## config.mk

```make
export PLATFORM = sky130hd
export DESIGN_NAME = fetch_queue_flat
export DESIGN_NICKNAME = d
export VERILOG_FILES = /design/src/rtl/fetch_pkg.sv /design/src/rtl/fetch_queue_if.sv /design/src/rtl/fetch_queue.sv /design/src/flat_wrapper.sv
export SDC_FILE = /design/constraint.sdc
export NUM_CORES = 1
export LEC_CHECK = 0
export CORE_ASPECT_RATIO = 0.9
export CORE_MARGIN = 2
export CORE_UTILIZATION = 35
export CTS_CLUSTER_SIZE = 8
export DETAILED_ROUTE_END_ITERATION = 6
export HOLD_SLACK_MARGIN = 0.12
export PLACE_DENSITY_LB_ADDON = 0.15
export RECOVER_POWER = 25
export SYNTH_ARGS = -nofsm -noshare
export SYNTH_HDL_FRONTEND = slang
export SYNTH_SLANG_ARGS = --single-unit
```

## constraint.sdc

```tcl
create_clock -name clk -period 9.45 [get_ports clk]
set_input_delay 1.89 -clock clk [delete_from_list [all_inputs] [get_ports clk]]
set_output_delay 1.89 -clock clk [all_outputs]
set_load 0.03 [all_outputs]
```

## src/rtl/fetch_pkg.sv

```systemverilog
// Shared types and helpers for the instruction-fetch queue.
package fetch_pkg;

  localparam int unsigned FQ_XLEN   = 32;
  localparam logic [31:0] NOP_INSTR = 32'h0000_0013;

  // Slot fields are sized for the default 32-bit PC/instruction build.
  typedef struct packed {
    logic [FQ_XLEN-1:0] pc;
    logic [FQ_XLEN-1:0] instr;
    logic               misalign;
  } fq_slot_t;

  // Advance a wrap-bit pointer that counts modulo 2*depth.
  function automatic logic [7:0] ptr_inc(input logic [7:0] ptr, input int unsigned depth);
    return (ptr + 8'd1) & 8'((2 * depth) - 1);
  endfunction

endpackage

```

## src/rtl/fetch_queue_if.sv

```systemverilog
// Fetch-stage bundle: PC request, instruction-memory read port, decode handshake.
interface fetch_queue_if #(
  parameter int unsigned WIDTH = 32,
  parameter int unsigned ILEN  = 32
);

  logic [WIDTH-1:0] pc_i;
  logic             pc_req_valid;
  logic             pc_req_ready;
  logic             flush_i;
  logic             imem_req_o;
  logic [WIDTH-1:0] imem_addr_o;
  logic             imem_rvalid_i;
  logic [ILEN-1:0]  imem_rdata_i;
  logic             instr_valid_o;
  logic             instr_ready_i;
  logic [ILEN-1:0]  instr_o;
  logic [WIDTH-1:0] instr_pc_o;
  logic             instr_misalign_o;

  // Surrounding pipeline (PC stage, memory, decode).
  modport master (
    output pc_i, pc_req_valid, flush_i, imem_rvalid_i, imem_rdata_i, instr_ready_i,
    input  pc_req_ready, imem_req_o, imem_addr_o, instr_valid_o, instr_o, instr_pc_o,
           instr_misalign_o
  );

  // The fetch queue itself.
  modport slave (
    input  pc_i, pc_req_valid, flush_i, imem_rvalid_i, imem_rdata_i, instr_ready_i,
    output pc_req_ready, imem_req_o, imem_addr_o, instr_valid_o, instr_o, instr_pc_o,
           instr_misalign_o
  );

endinterface

```

## src/rtl/fetch_queue.sv

```systemverilog
// In-order instruction fetch queue with flush discard credits.
// Optional head misalignment flag: define FETCH_MISALIGN_CHECK_EN.
module fetch_queue
  import fetch_pkg::*;
#(
  parameter int unsigned WIDTH = 32,
  parameter int unsigned DEPTH = 4,
  parameter int unsigned ILEN  = 32
) (
  input  logic          clk,
  input  logic          rst,
  fetch_queue_if.slave  bus
);

  localparam int unsigned IW = $clog2(DEPTH);
  localparam int unsigned PW = IW + 1;
  localparam logic [PW:0] CAP = (PW + 1)'(DEPTH);

  fq_slot_t         slot_q [DEPTH];
  logic [PW-1:0]    alloc_ptr, fill_ptr, rd_ptr, discard_cnt;
  logic [PW-1:0]    used, unfilled;
  logic [PW:0]      occupancy;
  logic             ready, accept, fill, drop, pop, head_valid;
  logic             in_misalign;
  fq_slot_t         head;

  always_comb begin
    used       = alloc_ptr - rd_ptr;
    unfilled   = alloc_ptr - fill_ptr;
    // Stale responses still owed by memory count against capacity.
    occupancy  = {1'b0, used} + {1'b0, discard_cnt};
    ready      = !bus.flush_i && (occupancy < CAP);
    accept     = bus.pc_req_valid && ready;
    head_valid = (fill_ptr != rd_ptr);
    pop        = head_valid && bus.instr_ready_i && !bus.flush_i;
    drop       = bus.imem_rvalid_i && (discard_cnt != '0);
    fill       = bus.imem_rvalid_i && (discard_cnt == '0) && !bus.flush_i;
    head       = slot_q[rd_ptr[IW-1:0]];
`ifdef FETCH_MISALIGN_CHECK_EN
    in_misalign = |bus.pc_i[1:0];
`else
    in_misalign = 1'b0;
`endif
  end

  assign bus.pc_req_ready     = ready;
  assign bus.imem_req_o       = accept;
  assign bus.imem_addr_o      = {bus.pc_i[WIDTH-1:2], 2'b00};
  assign bus.instr_valid_o    = head_valid;
  assign bus.instr_o          = head_valid ? head.instr[ILEN-1:0] : '0;
  assign bus.instr_pc_o       = head_valid ? head.pc[WIDTH-1:0]   : '0;
  assign bus.instr_misalign_o = head_valid && head.misalign;

  always_ff @(posedge clk or posedge rst) begin
    if (rst) begin
      alloc_ptr   <= '0;
      fill_ptr    <= '0;
      rd_ptr      <= '0;
      discard_cnt <= '0;
      for (int unsigned i = 0; i < DEPTH; i++) begin
        slot_q[i] <= '0;
      end
    end else if (bus.flush_i) begin
      alloc_ptr   <= '0;
      fill_ptr    <= '0;
      rd_ptr      <= '0;
      // Every unfilled read becomes a credit; a response arriving now is dropped
      // either against an existing credit or against the read it belonged to.
      discard_cnt <= discard_cnt + unfilled - PW'(bus.imem_rvalid_i);
    end else begin
      if (accept) begin
        slot_q[alloc_ptr[IW-1:0]].pc       <= FQ_XLEN'(bus.pc_i);
        slot_q[alloc_ptr[IW-1:0]].misalign <= in_misalign;
        alloc_ptr <= PW'(ptr_inc(8'(alloc_ptr), DEPTH));
      end
      if (fill) begin
        slot_q[fill_ptr[IW-1:0]].instr <= FQ_XLEN'(bus.imem_rdata_i);
        fill_ptr <= PW'(ptr_inc(8'(fill_ptr), DEPTH));
      end
      if (drop) begin
        discard_cnt <= discard_cnt - PW'(1);
      end
      if (pop) begin
        rd_ptr <= PW'(ptr_inc(8'(rd_ptr), DEPTH));
      end
    end
  end

endmodule

```

## src/flat_wrapper.sv

```systemverilog
// flat-port wrapper written by rule: the top's interface ports become plain ports
module fetch_queue_flat import fetch_pkg::*;
#(
  parameter int unsigned WIDTH = 32,
  parameter int unsigned DEPTH = 4,
  parameter int unsigned ILEN  = 32
)
  (clk, rst, bus_pc_i, bus_pc_req_valid, bus_flush_i, bus_imem_rvalid_i, bus_imem_rdata_i, bus_instr_ready_i, bus_pc_req_ready, bus_imem_req_o, bus_imem_addr_o, bus_instr_valid_o, bus_instr_o, bus_instr_pc_o, bus_instr_misalign_o);
  fetch_queue_if #(.WIDTH(WIDTH), .ILEN(ILEN)) bus_i ();
  input  logic clk;
  input  logic rst;
  input wire logic [$bits(bus_i.pc_i)-1:0] bus_pc_i;
  input wire logic [$bits(bus_i.pc_req_valid)-1:0] bus_pc_req_valid;
  input wire logic [$bits(bus_i.flush_i)-1:0] bus_flush_i;
  input wire logic [$bits(bus_i.imem_rvalid_i)-1:0] bus_imem_rvalid_i;
  input wire logic [$bits(bus_i.imem_rdata_i)-1:0] bus_imem_rdata_i;
  input wire logic [$bits(bus_i.instr_ready_i)-1:0] bus_instr_ready_i;
  output wire logic [$bits(bus_i.pc_req_ready)-1:0] bus_pc_req_ready;
  output wire logic [$bits(bus_i.imem_req_o)-1:0] bus_imem_req_o;
  output wire logic [$bits(bus_i.imem_addr_o)-1:0] bus_imem_addr_o;
  output wire logic [$bits(bus_i.instr_valid_o)-1:0] bus_instr_valid_o;
  output wire logic [$bits(bus_i.instr_o)-1:0] bus_instr_o;
  output wire logic [$bits(bus_i.instr_pc_o)-1:0] bus_instr_pc_o;
  output wire logic [$bits(bus_i.instr_misalign_o)-1:0] bus_instr_misalign_o;
  assign bus_i.pc_i = bus_pc_i;
  assign bus_i.pc_req_valid = bus_pc_req_valid;
  assign bus_i.flush_i = bus_flush_i;
  assign bus_i.imem_rvalid_i = bus_imem_rvalid_i;
  assign bus_i.imem_rdata_i = bus_imem_rdata_i;
  assign bus_i.instr_ready_i = bus_instr_ready_i;
  assign bus_pc_req_ready = bus_i.pc_req_ready;
  assign bus_imem_req_o = bus_i.imem_req_o;
  assign bus_imem_addr_o = bus_i.imem_addr_o;
  assign bus_instr_valid_o = bus_i.instr_valid_o;
  assign bus_instr_o = bus_i.instr_o;
  assign bus_instr_pc_o = bus_i.instr_pc_o;
  assign bus_instr_misalign_o = bus_i.instr_misalign_o;
  fetch_queue #(.WIDTH(WIDTH), .DEPTH(DEPTH), .ILEN(ILEN)) u_core (.clk(clk), .rst(rst), .bus(bus_i));
endmodule
```

# After elaboration in Yosys (flattened, before gate mapping)
# Index checks and enable logic that the tools add are counted.
# W data, S select, Z words.
[totals] ff_bits=272 in_bits=70 out_inout_bits=100 word_cells=77
[op_classes] addsub=9 n_lt_le_gt_ge=6 eq_ne=1 muxes=25 bitwise_logic=3 n_reduce_logical=17
[op_table] operator="$bwmux W260" count=3
[op_table] operator="$mux W260" count=3
[op_table] operator="$demux W65 S2" count=3
[op_table] operator="$mux W65" count=3
[op_table] operator="$bmux W65 S2" count=1
[op_table] operator="$mux W32" count=2
[op_table] operator="$mux W33" count=1
[op_table] operator="$mux W3" count=8
[op_table] operator="$logic_and A1 B1 Y1" count=10
[op_table] operator="$add A3 B1 Y3 const B" count=3
[op_table] operator="$ge A3 B3 Y1 const B" count=3
[op_table] operator="$not A2 Y3" count=3
[op_table] operator="$reduce_bool A2 Y1" count=4
[op_table] operator="$lt A3 B1 Y1 const B" count=2
[op_table] operator="$sub A3 B3 Y3" count=2
[op_table] operator="$add A3 B3 Y4" count=1
[op_table] operator="$lt A4 B3 Y1 const B" count=1
[op_table] operator="$add A3 B3 Y3" count=1
[op_table] operator="$logic_not A3 Y1" count=1
[op_table] operator="$ne A3 B3 Y1" count=1
[op_table] operator="$reduce_bool A3 Y1" count=1
[op_table] operator="$sub A3 B1 Y3" count=1
[op_table] operator="$sub A3 B1 Y3 const B" count=1
[op_table] operator="$logic_not A1 Y1" count=1
[op_table] operator="$mux W1" count=1

# Logic depth before layout (Yosys ltp)
[depth] depth_word=11 mapped_depth=13 depth_no_buf=10

# Worst setup path before layout
# No wires, ideal clock.
[synth_path] path_type="reg-to-output" startpoint="register u_core.rd_ptr[1]" endpoint="output bus_imem_req_o" t_arrival_ns=3.113 slack_ns=4.447 path_stages_with_launch=11 path_buffers=3 cell_sequence="dfrtp_1 -> clkbuf_1 -> buf_2 -> clkbuf_1 -> inv_1 -> fa_1 -> xor2_1 -> xnor2_1 -> ha_1 -> nor4_1 -> and3_1"
[synth_via] elab_chain_cells=5
[synth_rtl] element="start, declared" line="fetch_queue.sv:20" text="logic [PW-1:0] alloc_ptr, fill_ptr, rd_ptr, discard_cnt;"
[synth_rtl] element="start signal, assigned" line="fetch_queue.sv:84" text="rd_ptr <= PW'(ptr_inc(8'(rd_ptr), DEPTH));"
[synth_rtl] element="$sub A3 B3 Y3" line="fetch_queue.sv:28" text="used = alloc_ptr - rd_ptr;"
[synth_rtl] element="$add A3 B3 Y4" line="fetch_queue.sv:31" text="occupancy = {1'b0, used} + {1'b0, discard_cnt};"
[synth_rtl] element="$lt A4 B3 Y1" line="fetch_queue.sv:32" text="ready = !bus.flush_i && (occupancy < CAP);"
[synth_rtl] element="$logic_and A1 B1 Y1" line="fetch_queue.sv:32"
[synth_rtl] element="$logic_and A1 B1 Y1" line="fetch_queue.sv:33" text="accept = bus.pc_req_valid && ready;"
[synth_rtl] element="end, declared" line="flat_wrapper.sv:19" text="output wire logic [$bits(bus_i.imem_req_o)-1:0] bus_imem_req_o;"
# No other way between the ends.

# Final worst setup path
[layout_path] startpoint="input bus_flush_i" endpoint="output bus_imem_req_o"
[layout_via] elab_chain_cells=3
[layout_rtl] element="start, declared" line="flat_wrapper.sv:14" text="input wire logic [$bits(bus_i.flush_i)-1:0] bus_flush_i;"
[layout_rtl] element="$logic_not A1 Y1" line="fetch_queue.sv:32"
[layout_rtl] element="$logic_and A1 B1 Y1" line="fetch_queue.sv:32"
[layout_rtl] element="$logic_and A1 B1 Y1" line="fetch_queue.sv:33"
# No other way between the ends.

==> flow_metrics.tcl <==
set metrics [dict create \
    synth_top_family_by_area "multiplexers" \
    critPathArrivalTime_ns 4.52 \
    pwr-share-clk 0.300 \
    core_sq_mm 0.03600 \
    synth_warnings 0 \
    whs_ns 0.4945 \
    detail-route-antenna-nets 0 \
    synthTopCellsByArea "dfrtp_1 (53%), mux2_2 (22%), mux4_2 (11%), nor2b_1 (3.2%), buf_4 (1.9%)" \
    ff_latch_area_sq_mm 0.006714 \
    cts_buffer_depth 3 \
    final.min_clock_period_ns 6.413 \
    fill_cells 3323 \
    rsz0062_at_grt "no" \
    period_share 0.6786 \
    post_synth_num_cell_types 38 \
    syn_area_per_cell_sq_um 15.19 \
    synth_area_sq_mm 0.01276 \
    finalNetCount 1066 \
    sw_frac_of_total 0.2917 \
    synth_compound_area_frac 0.007553 \
    fin_ws_ns 3.037 \
    final_area_sq_mm 0.01569 \
    netlist_instances 840 \
    synthArstFlopShare 1.000 \
    critPathCaptureType "primary output" \
    synthAdderAreaFrac 0.02256 \
    power_density_mw_per_mm2 263.2 \
    io_buffer_count 166 \
    die_h_um 185.1 \
    drt-wirelength-per-cell_um 19.70 \
    clk-insertion-delay-late_ns 0.53 \
    holdCritPathClass "reg -> reg" \
    synth_enable_flop_cells 0 \
    relSlewSlack -2.801 \
    cts_hold_buf 0 \
    placed_cells 1411 \
    multi_input_area_sq_mm 0.005514 \
    pin_count 170 \
    r2r_start "u_core.rd_ptr[0]$_DFFE_PP0P_" \
    grt_pass1_wl_um 46170 \
    initial_core_util 0.3543 \
    cts_tree "built" \
    maxCapViolCount 1 \
    fin_util 0.4359 \
    finalWirelength_um 28750 \
    cts_sinks 268 \
    drive_above_1_share 0.3904 \
    violations "capacitance limit, slew limit" \
    grt_pass1_vias 8010 \
    p_int_mw 2.926 \
    dr.pass1.iters 4 \
    p_seq_frac 0.390 \
    start_kind "input port" \
    place_hpwl_um 16620 \
    p_total_mw 4.131 \
    final_cells 1459 \
    die_w_um 205.2 \
    yosys_most_used_dff "dfrtp_1" \
    syn2layout_area_growth_pct 23.03 \
    clock.fmax_mhz 155.9 \
    ir_worst_vdd_mv 0.1150 \
    p_switching_mw 1.205 \
    leakage_nw 6.988 \
    yosysMostFrequentCell "dfrtp_1" \
    min_from "u_core.slot_q[83]$_DFFE_PP0P_" \
    placed_area_sq_mm 0.01464 \
    crit_type "in -> out" \
    setup-violations-final 0 \
    synth_simple_gate_area_share 0.04895 \
    post_cts_buffers 0 \
    hold_violations 0 \
    cts_resized 0 \
    grt.overflow.total 0 \
    synth-seq-cells 268 \
    route.detailed.drc 0 \
    worst_pin_slew_ns 5.701 \
    grt_usage 0.1574 \
    clock_skew_ns 0.01945 \
    yosys.area.top_type "dfrtp_1" \
    fin_setup_tns_ns 0 \
    via_per_inst 4.994 \
    grt_start_max_net_pins 145 \
    yosys.area.top_type_share 0.5257 \
    slew_violations 126 \
    synthTopCellsByCount "dfrtp_1 (268), mux2_2 (252), nor2b_1 (66)" \
    htreeDepth 2 \
    ys_seq_area_frac 0.5257 \
    synth-xor-area-share 0.007258 \
    startpoint "bus_flush_i" \
    cts_root_buf "clkbuf_16" \
    outcome "finished with violations" \
    place_ws_ns 3.022 \
    combinationalPowerShare 0.310 \
    antenna_found_initial 3 \
    row_count 66 \
    die-area_sq_mm 0.03799 \
    drtIter0Drc 229 \
    worstPathMaxFanout 22 \
    place_congestion 0.7108 \
    cts_made_buffers 39 \
    synth.mux.area_fraction 0.3449 \
    dr_total_vias 7286 \
    required_ns 7.56 \
    clk_pin_slew_ns 0.05 \
]
## cell usage in the layout (no fill, tap or decap), types with 2 or more instances in the layout
master | Yosys | routed
a21oi_1 | 6 | 6
a31oi_1 | 2 | 2
and3_1 | 4 | 3
buf_4 | 33 | 10
clkbuf_1 | 20 | 3
clkbuf_16 | 0 | 40
clkdlybuf4s50_1 | 0 | 163
conb_1 | 1 | 3
dfrtp_1 | 268 | 266
dfrtp_4 | 0 | 2
diode_2 | 0 | 2
dlygate4sd3_1 | 0 | 3
fa_1 | 5 | 5
ha_1 | 15 | 15
inv_1 | 15 | 14
mux2_2 | 252 | 252
mux2_4 | 6 | 6
mux2i_1 | 3 | 3
mux4_2 | 64 | 64
nand2_1 | 7 | 7
nand2b_1 | 5 | 5
nand3b_1 | 2 | 2
nand4_1 | 5 | 5
nor2_1 | 7 | 7
nor2b_1 | 66 | 66
o31ai_1 | 2 | 2
xnor2_1 | 6 | 6
xor2_1 | 2 | 2
## path summary, 6_finish.rpt
kind / endpoint / slack, ns / cells past startpoint
hold reg to reg: u_core.slot_q[83]$_DFFE_PP0P_ / 0.49 / 1
hold / removal: u_core.slot_q[83]$_DFFE_PP0P_ / 0.49 / 1
setup / recovery: bus_imem_req_o / 3.04 / 4
max in group asynchronous: u_core.slot_q[27]$_DFFE_PP0P_ / 3.30 / 2
setup reg to reg: u_core.slot_q[64]$_DFFE_PP0P_ / 5.33 / 9
min in group asynchronous: u_core.slot_q[131]$_DFFE_PP0P_ / 3.55 / 2
## cells by family after synthesis
logic type                 count (synthesis)
other                                      1
buffers and inverters                     99
DFF                                      268
and+or+nand+nor                          103
AOI/OAI and AO/OA                         15
adders and majority gates                 20
xor gates and xnor gates                   9
muxes                                    325
## critical path, cell delays in order
cell and delay (ns):
dlygate4sd3_1 0.81, nor4_1 0.83, and3_1 0.31, clkdlybuf4s50_1 0.68
## metal layers
layer / up-vias / wire (um) / GRT usage / part of all wire
met4: 2 / 503 / 0.04201 / 0.017
met1: 3829 / 13210 / 0.2122 / 0.46
met3: 45 / 1637 / 0.04046 / 0.057
met5: - / 13 / 0 / 0.00045
met2: 144 / 13380 / 0.2528 / 0.47
li1: 3266 / - / - / -
## registers in the layout, summed over array words and instances (netlist names)
signal              count
u_core.discard_cnt      3
u_core.slot_q         256
u_core.alloc_ptr        3
u_core.rd_ptr           3
u_core.fill_ptr         3
## layout make-up
type	count	share of cell area
Tap cell	476	0.03795
Sequential cell	268	0.4278
Timing Repair Buffer	177	0.1119
Clock inverter	2	0.001595
Inverter	15	0.003667
Multi-Input combinational cell	475	0.3514
Antenna cell	2	0.0003189
Clock buffer	44	0.06537
## power groups by stage
stage | Clock, mW | Combinational [mW] | Sequential [mW]
detailed placement | 0 | 1.30 | 1.62
finish | 1.24 | 1.28 | 1.61
global placement | 0 | 1.29 | 1.62
CTS | 1.29 | 1.31 | 1.61
global route | 1.33 | 1.39 | 1.65
floorplan | 0 | 0.975 | 1.56
Note: power is estimated with default switching activity, not from simulation.
